`config.mk`:
```
export PLATFORM = sky130hd
export DESIGN_NAME = vmask_packer
export DESIGN_NICKNAME = d
export VERILOG_FILES = /design/src/rtl/vmask_packer_pkg.sv /design/src/rtl/vmask_packer.sv
export SDC_FILE = /design/constraint.sdc
export NUM_CORES = 1
export LEC_CHECK = 0
export ABC_AREA = 1
export CAP_MARGIN = 20
export CORE_MARGIN = 2
export CORE_UTILIZATION = 50
export DETAILED_ROUTE_END_ITERATION = 16
export PLACE_DENSITY = 0.85
export SYNTH_ARGS = -nofsm -noshare
export SYNTH_HDL_FRONTEND = slang
export SYNTH_SLANG_ARGS = --single-unit
```
`constraint.sdc`:
```
create_clock -name clk -period 12.8 [get_ports clk]
set_clock_uncertainty 0.1 [all_clocks]
set_input_delay 2.56 -clock clk [delete_from_list [all_inputs] [get_ports clk]]
set_output_delay 2.56 -clock clk [all_outputs]
set_load 0.01 [all_outputs]
```
`src/rtl/vmask_packer_pkg.sv`:
```
// vmask_packer_pkg: shared vector types, constants and helpers for the mask packer.
package vmask_packer_pkg;
  typedef enum logic [2:0] {SEW8 = 3'd0, SEW16 = 3'd1, SEW32 = 3'd2} sew_e;
  typedef enum logic [1:0] {ST_IDLE, ST_ACCUM, ST_FULL} state_e;
  localparam logic MASK_AGN = 1'b1;
  // Reserved encodings above SEW32 carry no elements.
  function automatic int elems_per_beat(logic [2:0] sew, int width);
    return (sew > SEW32) ? 0 : width >> (3 + int'(sew));
  endfunction
endpackage

```
`src/rtl/vmask_packer.sv`:
```
// vmask_packer: packs per-element compare bits into agnostic-filled mask words
// and emits them through a one-entry valid/ready output register.
module vmask_packer
  import vmask_packer_pkg::*;
#(
  parameter int DATA_WIDTH = 64,
  parameter int MASK_WIDTH = 64,
  parameter int IDX_W      = 6
) (
  input  logic                    clk,
  input  logic                    rst,
  input  logic                    kill_i,
  input  logic                    in_valid_i,
  output logic                    in_ready_o,
  input  logic [DATA_WIDTH-1:0]   cmp_i,
  input  logic [DATA_WIDTH/8-1:0] act_i,
  input  logic [2:0]              sew_i,
  input  logic                    last_i,
  output logic                    out_valid_o,
  input  logic                    out_ready_i,
  output logic [MASK_WIDTH-1:0]   mask_o,
  output logic [IDX_W-1:0]        mask_idx_o,
  output logic                    err_o
);
  localparam int EW = DATA_WIDTH / 8;
  localparam int PW = $clog2(MASK_WIDTH + 1);
  logic [MASK_WIDTH-1:0] acc_q, acc_d, acc_nx, mask_q, mask_d, sel;
  logic [PW-1:0]         ptr_q, ptr_d;
  logic [IDX_W-1:0]      cnt_q, cnt_d, idx_q, idx_d;
  logic                  vld_q, vld_d, err_q, err_d;
  logic [EW-1:0]         lanes, bits;
  logic                  take, done;
  state_e                state;
  int                    n;
  always_ff @(posedge clk or posedge rst) begin
    if (rst) begin
      acc_q  <= '1;
      ptr_q  <= '0;
      cnt_q  <= '0;
      mask_q <= '0;
      idx_q  <= '0;
      vld_q  <= 1'b0;
      err_q  <= 1'b0;
    end else begin
      acc_q  <= acc_d;
      ptr_q  <= ptr_d;
      cnt_q  <= cnt_d;
      mask_q <= mask_d;
      idx_q  <= idx_d;
      vld_q  <= vld_d;
      err_q  <= err_d;
    end
  end
  always_comb begin
    n = elems_per_beat(sew_i, DATA_WIDTH);
    state = (vld_q & ~out_ready_i) ? ST_FULL : (ptr_q != '0) ? ST_ACCUM : ST_IDLE;
    in_ready_o = (state != ST_FULL);
    take = in_valid_i & in_ready_o;
    done = take & (last_i | (int'(ptr_q) + n >= MASK_WIDTH));
    lanes = '0;
    bits = '0;
    for (int k = 0; k < EW; k++) begin
      lanes[k] = (k < n);
      bits[k] = act_i[k] ? cmp_i[k] : MASK_AGN;
    end
    // Untouched accumulator bits are already 1, so the tail fill comes for free.
    sel = MASK_WIDTH'(lanes) << ptr_q;
    acc_nx = (acc_q & ~sel) | ((MASK_WIDTH'(bits) << ptr_q) & sel);
    acc_d = acc_q;
    ptr_d = ptr_q;
    cnt_d = cnt_q;
    mask_d = mask_q;
    idx_d = idx_q;
    vld_d = vld_q & ~out_ready_i;
    err_d = take & (sew_i > SEW32);
    if (take) begin
      acc_d = done ? '1 : acc_nx;
      ptr_d = done ? '0 : ptr_q + PW'(n);
    end
    if (done) begin
      mask_d = acc_nx;
      idx_d = cnt_q;
      cnt_d = last_i ? '0 : cnt_q + IDX_W'(1);
      vld_d = 1'b1;
    end
    if (kill_i) begin
      acc_d = '1;
      ptr_d = '0;
      cnt_d = '0;
      mask_d = '0;
      idx_d = '0;
      vld_d = 1'b0;
      err_d = 1'b0;
    end
  end
  assign out_valid_o = vld_q;
  assign mask_o = mask_q;
  assign mask_idx_o = idx_q;
  assign err_o = err_q;
endmodule

```
[Word level (Yosys, flattened, before mapping)]
Cells that the tools add are included.
Cells by class
  add/sub/neg operators: 4
  order comparisons: 10
  eq/ne operators: 1
  shift operators: 3
  mux-type cells: 27
  bitwise gates (word level): 10
  reductions and logical operators: 3
Operators by type and width (count)
  two-way mux 64 bit: 5
  AND 64 bit: 2
  less-than comparator 4 x 32 -> 1 bit, first input constant: 4
  left shift 8 x 7 -> 64 bit: 2
  less-than comparator 3 x 32 -> 1 bit, first input constant: 2
  NOT 64 bit: 1
  bitwise OR 64 bit: 1
  adder 8 x 32 -> 32 bit: 1
  >= comparator 32 x 8 -> 1 bit, second input constant: 1
  less-than comparator 1 x 32 -> 1 bit, first input constant: 1
  less-than comparator 2 x 32 -> 1 bit, first input constant: 1
  two-way mux 32 bit: 1
  right shift 7 x 4 -> 32 bit, first input constant: 1
  two-way mux 6 bit: 5
  two-way mux 7 bit: 3
  two-way mux 1 bit: 12
  adder 7 bit: 1
  nonzero test 7 bit: 1
  adder 6 x 1 -> 6 bit, second input constant: 1
  adder 2 x 3 -> 4 bit, first input constant: 1
  AND 1 bit: 4
  nonzero test 2 bit: 2
  greater-than comparator 3 x 2 -> 1 bit, second input constant: 1
  two-way mux 2 bit: 1
  other kinds (3): 3
Storage, ports and cells
  register bits: 149
  bits of input ports: 81
  output and inout bits: 73
  word-level logic and storage cells: 65

[Logic depth before layout (Yosys ltp)]
Gate-level depths: netlist (run 1).
  depth in word-level cells: 11
  depth in mapped cells: 19
  mapped depth without buffers: 17

[Worst setup path after synthesis (run 1)]
No wires, ideal clock.
  path kind: input to output
  start: input port out_ready_i
  end: output port in_ready_o
  data arrival time: 2.690 ns
  required time: 10.140 ns
  path slack: 7.450 ns
  cell stages on the path: 2
  path buffers: 0
  path through: inv_1 -> nand2_1
On the way
  longest elaborated chain between the ends: 4
RTL lines
  start: declaration: line vmask_packer.sv:20  | input logic out_ready_i,
  NOT 1 bit: line vmask_packer.sv:56  | state = (vld_q & ~out_ready_i) ? ST_FULL : (ptr_q != '0) ? ST_ACCUM : ST_IDLE;
  AND 1 bit: line vmask_packer.sv:56
  two-way mux 2 bit: line vmask_packer.sv:56
  inequality test 2 bit: line vmask_packer.sv:57  | in_ready_o = (state != ST_FULL);
  end: declaration: line vmask_packer.sv:14  | output logic in_ready_o,
No other way between the ends.

[Worst setup path in the final report (run 1)]
Ends and elaborated chain as after synthesis.

==> flow_summary.yaml, run 1 <==
synth:
  netlist_area_sq_mm: 0.00850
  syn_nets: 1276
  seq_area_frac_synth_pct: 44.8
  yosys_warnings: 0
  synthDistinctLibCells: 44
  synth_top_area_share_pct: 25.0
  synth_flop_cell: "dfrtp_1"
  ys_seq_elements: 149
  synth.avg_cell_area_sq_um: 7.14
  syn-instance-count: 1191
  synth_top_area_cell: "dfrtp_1"
  async_flop_share_pct: 100
  synth_edf_count: 0
  synthTopCellsByArea: "dfrtp_1, dfstp_2, nand2_1"
grt:
  gr-usage-all-layers_pct: 29.4
  grt_pass1_wl_um: 41000
  antenna_found_initial: 1
  grt_pass1_vias: 7840
  grt_max_degree: 87
  gr-total-overflow: 0
finish:
  diodes: 0
  final_core_util_pct: 60.7
  area_growth_syn_to_layout_pct: 18.4
  drive_gt1_share_pct: 10.9
  layoutNonFillerInstCount: 1488
  final_nets: 1340
  fin_area_sq_mm: 0.0101
sta:
  tightest_slew_ps: 1000
  min_period_ps: 6320
  fmax_mhz: 158
  layout_setup_ws_ps: 6480
  holdWs_ps: 376
  fin_crit_sh_pct: 49.4
  slew_headroom_pct: 33.0
  finalSetupTns_ps: 0
  drv_slew: 0
  finalSetupViolCount: 0
  hold_viol_final: 0
  rsz0062_at_grt: "no"
setup_path:
  critical_path_class: "input port to primary output"
  cp-end-kind: "primary output"
  crit_arrival_ps: 3660
  cp.required_ps: 10140
  cp_max_fo: 3
  critPathLaunchType: "input port"
die:
  die_h_um: 134
  die_area_sq_mm: 0.0181
  core_sq_mm: 0.0166
  io-pin-count: 154
  start_util_pct: 51.3
  die_x_um: 134
  row_count: 47
placed_design:
  hpwl_um: 17500
  io_buffers: 97
  postPlaceCellArea_sq_mm: 0.00949
  gp_congestion: 0.968
  place_ws_ps: 6470
  dpl.cell_count: 1456
clock_network:
  cts.clk_slew.worst_paths_ps: 60
  h-tree-depth: 4
  hold_buffers: 0
  clock-sinks: 149
  cts_tree: "yes"
  post_cts_buffers: 0
  worstSkewPairLatency_ps: 440
  clock_path_buffers: 2
  clockRootBuffer: "clkbuf_16"
  cts_buffers: 17
  cts_resized: 0
routing:
  dr_total_vias: 8210
  viasPerCell: 5.52
  first_pass_iters: 5
  drc: 0
  ant_nets: 0
  wl_per_cell_um: 17.1
  drtIter0Drc: 849
  routed_wl_um: 25400
run:
  maxCapViolCount: 0
power:
  p_leak_nw: 4.70
  powerDensity_mw_per_mm2: 112
  ir_drop_mv: 0.0893
  total_power_mw: 1.13
outcome:
  status: "finished, final reports clean"
hold_path:
  hp-class: "register to register"
==> layer usage <==
layer	share of wire [%]	vias up	wire length, um	global-route usage (%)
met5	0.067	-	17	0
met3	7.0	54	1770	5.86
met2	47	307	12000	47.3
li1	-	3976	-	-
met1	43	3871	10800	39.4
met4	3.0	2	764	11.1
==> cell usage in the layout (no fill, tap or decap), drive strengths merged, types with 5 or more instances in the layout <==
| cell type | instances |
|---|---|
| nor2 | 131 |
| clkdlybuf4s50 | 97 |
| or2 | 12 |
| nand2 | 400 |
| nand4 | 32 |
| dfstp | 64 |
| inv | 103 |
| a21oi | 48 |
| buf | 8 |
| clkbuf | 19 |
| o21ai | 103 |
| dfrtp | 85 |
| clkinv | 5 |
| nand3 | 115 |
| xor2 | 5 |
==> worst paths after layout <==
| path | startpoint | endpoint | slack [ps] | cells past startpoint |
|---|---|---|---|---|
| worst max-delay path | out_ready_i | in_ready_o | 6480 | 4 |
| worst min-delay path | mask_o[4] | mask_o[4] | 380 | 2 |
| worst max register to register | ptr_q[2] | acc_q[0] | 9300 | 12 |
| worst min register to register | mask_o[4] | mask_o[4] | 380 | 2 |
| max in group asynchronous | rst | ptr_q[2] | 8750 | 3 |
| min in group asynchronous | rst | mask_o[13] | 2510 | 2 |
==> synth_stat cells, types with 6 or more instances <==
cell / count
nand2_1: 395
nor2_1: 127
nand3_1: 115
inv_1: 90
dfrtp_1: 85
dfstp_2: 64
o21ai_0: 56
a21oi_1: 46
o21ai_1: 46
nand4_1: 31
clkbuf_1: 18
buf_2: 17
or2_2: 12
buf_1: 10
inv_2: 7
buf_4: 6
buf_6: 6
==> worst max-delay path, cell delays in order <==
cell,delay (ps)
clkdlybuf4s50_1,450
inv_1,30
nand2_1,80
clkdlybuf4s50_1,540
==> power by group <==
part	switching [mW]	internal [mW]	total, mW
clock network	0.214	0.275	0.489
registers	0.0113	0.489	0.501
logic	0.0840	0.0519	0.136
total	0.309	0.816	1.13
==> state kept, by name, summed over array words and instances, names as in the netlist <==
name and flops:
acc_q 64, mask_o 64, ptr_q 7, cnt_q 6
mask_idx_o 6, err_o 1, out_valid_o 1
==> final cells by class <==
type                            count  area (sq um)
Clock inverter                     13           124
Fill cell                        1542          6520
Sequential cell                   149          3810
Timing Repair Buffer              105          1030
Tap cell                          220           275
Clock buffer                       19           443
Inverter                           99           384
Multi-Input combinational cell    883          4000
==> cells by family (layout without fill, tap and decap cells) <==
kind of cell,after synthesis,after routing,share of synthesized area (%)
compound gates,173,173,10.9
xor+xnor,6,6,0.618
fa+ha+maj,4,4,0.589
buf+inv,159,236,8.20
flops,149,149,44.8
other cells,1,1,0.0441
simple gates,699,699,34.9
Note: power is estimated with default switching activity, not from simulation.
==> run 2: changes to the inputs <==
--- a/config.mk
+++ b/config.mk
@@ -8,7 +8,7 @@
 export ABC_AREA = 1
 export CAP_MARGIN = 20
 export CORE_MARGIN = 2
-export CORE_UTILIZATION = 50
+export CORE_UTILIZATION = 48
 export DETAILED_ROUTE_END_ITERATION = 16
 export PLACE_DENSITY = 0.85
 export SYNTH_ARGS = -nofsm -noshare
==> constraint.sdc (replaced) <==
create_clock -name clk -period 5.8 [get_ports clk]
set_clock_uncertainty 0.1 [all_clocks]
set_input_delay 1.16 -clock clk [delete_from_list [all_inputs] [get_ports clk]]
set_output_delay 1.16 -clock clk [all_outputs]
set_load 0.01 [all_outputs]
==> run 2 against run 1 <==
Compared with the run above:
- sequential share of layout area shrank 0.22 points
- clock-buffer cell count is 1 lower
- via count grew 1.4%
- final area rose by 0.58%
- non-clock buffer count increased by 2
- die area up 4.0%
- power increased by 130%
- utilization fell by 2.2 points
- routed wire length increased by 3.3%
- first-iteration DRC count fell by 7.4%
- highest routed layer is now met4
==> flow_summary.yaml, run 2 (synthesis gave the netlist of run 1 again) <==
placed_design:
  io_buffers: 97
  gp_congestion: 0.983
  hpwl_um: 17800
power:
  p_leak_nw: 4.73
  total_power_mw: 2.57
  ir_drop_mv: 0.213
  switching_power_uw: 693
  power_frac_clock_pct: 45.2
  p_seq_share_pct: 43.0
  combPwrFrac_pct: 11.8
  powerDensity_mw_per_mm2: 254
  p_sw_share_pct: 27.0
  p_int_mw: 1.88
sta:
  min_period_ps: 4020
  fin_crit_sh_pct: 69.3
  finalSetupTns_ps: 0
  finalSetupViolCount: 0
  fmax_mhz: 249
  hold_viol_final: 0
  slew_headroom_pct: 32.6
  rsz0062_at_grt: "no"
  drv_slew: 0
  tightest_slew_ps: 1010
clock_network:
  cts.clk_slew.worst_paths_ps: 70
  clock_path_buffers: 2
  cts_tree: "yes"
  cts_resized: 0
  clock-sinks: 149
  hold_buffers: 0
  post_cts_buffers: 0
  cts_buffers: 17
  clockRootBuffer: "clkbuf_16"
  worstSkewPairLatency_ps: 450
  h-tree-depth: 4
finish:
  seqCellArea_sq_mm: 0.00381
  final_common_cell: "nand2_1"
  multiInputGateArea_sq_mm: 0.00400
  fill_cells: 1585
  final_nets: 1342
  diodes: 0
  mostFrequentLayoutCells: "nand2_1, nor2_1, nand3_1"
  drive_gt1_share_pct: 11.0
  area_growth_syn_to_layout_pct: 19.0
setup_path:
  slowest_delay_ps: 590
  slowest_stage: "clkdlybuf4s50_1"
  cp_max_fo: 40
  cp.required_ps: 6080
  crit_arrival_ps: 4300
  crit_buf_inv: 5
  cp-end-kind: "register"
  critical_path_class: "input port to register"
  critPathTopFamily: "simple AND/OR/NAND/NOR gates"
  rrSetupSlack_ps: 2450
  critPathLaunchType: "input port"
  path_cells: "clkdlybuf4s50_1 -> nor2_1 -> nand2_1 -> inv_2 -> ha_1 -> inv_1 -> o21ai_0 -> nand3_1 -> nand2_1 -> nand2_1 -> nand2_1 -> nand2_4 -> nor2_8 -> buf_4 -> nand3_1 -> nand2_1 -> inv_1"
  worst_path_most_repeated_cell: "nand2_1"
grt:
  gr-usage-all-layers_pct: 29.2
  use_met1_pct: 38.7
  grt_pass1_wl_um: 41900
  busiest_layer: "met2"
  gr-total-overflow: 0
  met3_usage_pct: 5.74
  grt_pass1_vias: 8086
  met2_usage_pct: 46.4
  grt_max_degree: 83
  antenna_found_initial: 0
die:
  start_util_pct: 49.1
  row_count: 48
  io-pin-count: 154
  die_x_um: 137
  die_h_um: 137
  core_sq_mm: 0.0173
  die_area_sq_mm: 0.0188
outcome:
  status: "finished, final reports clean"
routing:
  ant_nets: 0
  first_pass_iters: 5
  routed_wl_um: 26200
  viasPerCell: 5.57
  drc: 0
  wl_per_cell_um: 17.5
  drtIter0Drc: 786
  dr_total_vias: 8323
hold_path:
  hp-class: "register to register"
run:
  maxCapViolCount: 0
-- run 2: layout make-up --
cell class / instances / share of cell area [%]
Clock inverter: 14 / 1.73
Timing Repair Buffer: 107 / 10.3
Inverter: 99 / 3.80
Tap cell: 225 / 2.78
Sequential cell: 149 / 37.6
Clock buffer: 18 / 4.24
Multi-Input combinational cell: 883 / 39.5
-- run 2: stage by stage --
step	utilization, %	instance area (sq um)	hold slack [ps]	setup slack (ps)	cells
final	58.5	10100	376	1780	1495
after global routing	58.5	10100	400	1560	1495
after CTS	58.5	10100	377	1790	1495
after detailed placement	55.0	9520	358	1380	1463
after global placement	55.0	9520	359	1430	1463
after floorplan	-	8500	373	638	1191
-- run 2: power groups by stage --
stage	Combinational, mW	Sequential [mW]	Clock (mW)
2_1_floorplan	0.150	1.13	0
3_3_place_gp	0.297	1.12	0
3_5_place_dp	0.301	1.12	0
4_1_cts	0.303	1.11	1.17
5_1_grt	0.332	1.11	1.21
6_report	0.302	1.11	1.16
-- run 2: path summary, 6_finish.rpt --
check                      cells past startpoint  startpoint    endpoint
max reg2reg                                    9    ptr_q[2]   mask_o[8]
min in group asynchronous                      2         rst  mask_o[10]
min                                            2  mask_o[11]  mask_o[11]
max in group asynchronous                      3         rst   acc_q[18]
max                                           17    sew_i[1]   acc_q[10]
min reg2reg                                    2  mask_o[11]  mask_o[11]
-- run 2: metal layers --
metal	routed length [um]	part of all wire, %
met1	11200	43
met2	12300	47
met3	1890	7.2
met4	843	3.2
met5	0	0
-- run 2: tightest hold or removal path, cell delays in order (launching register included) --
cell     delay [ps]
dfrtp_1         340
nand2_1          50
nand2_1          50
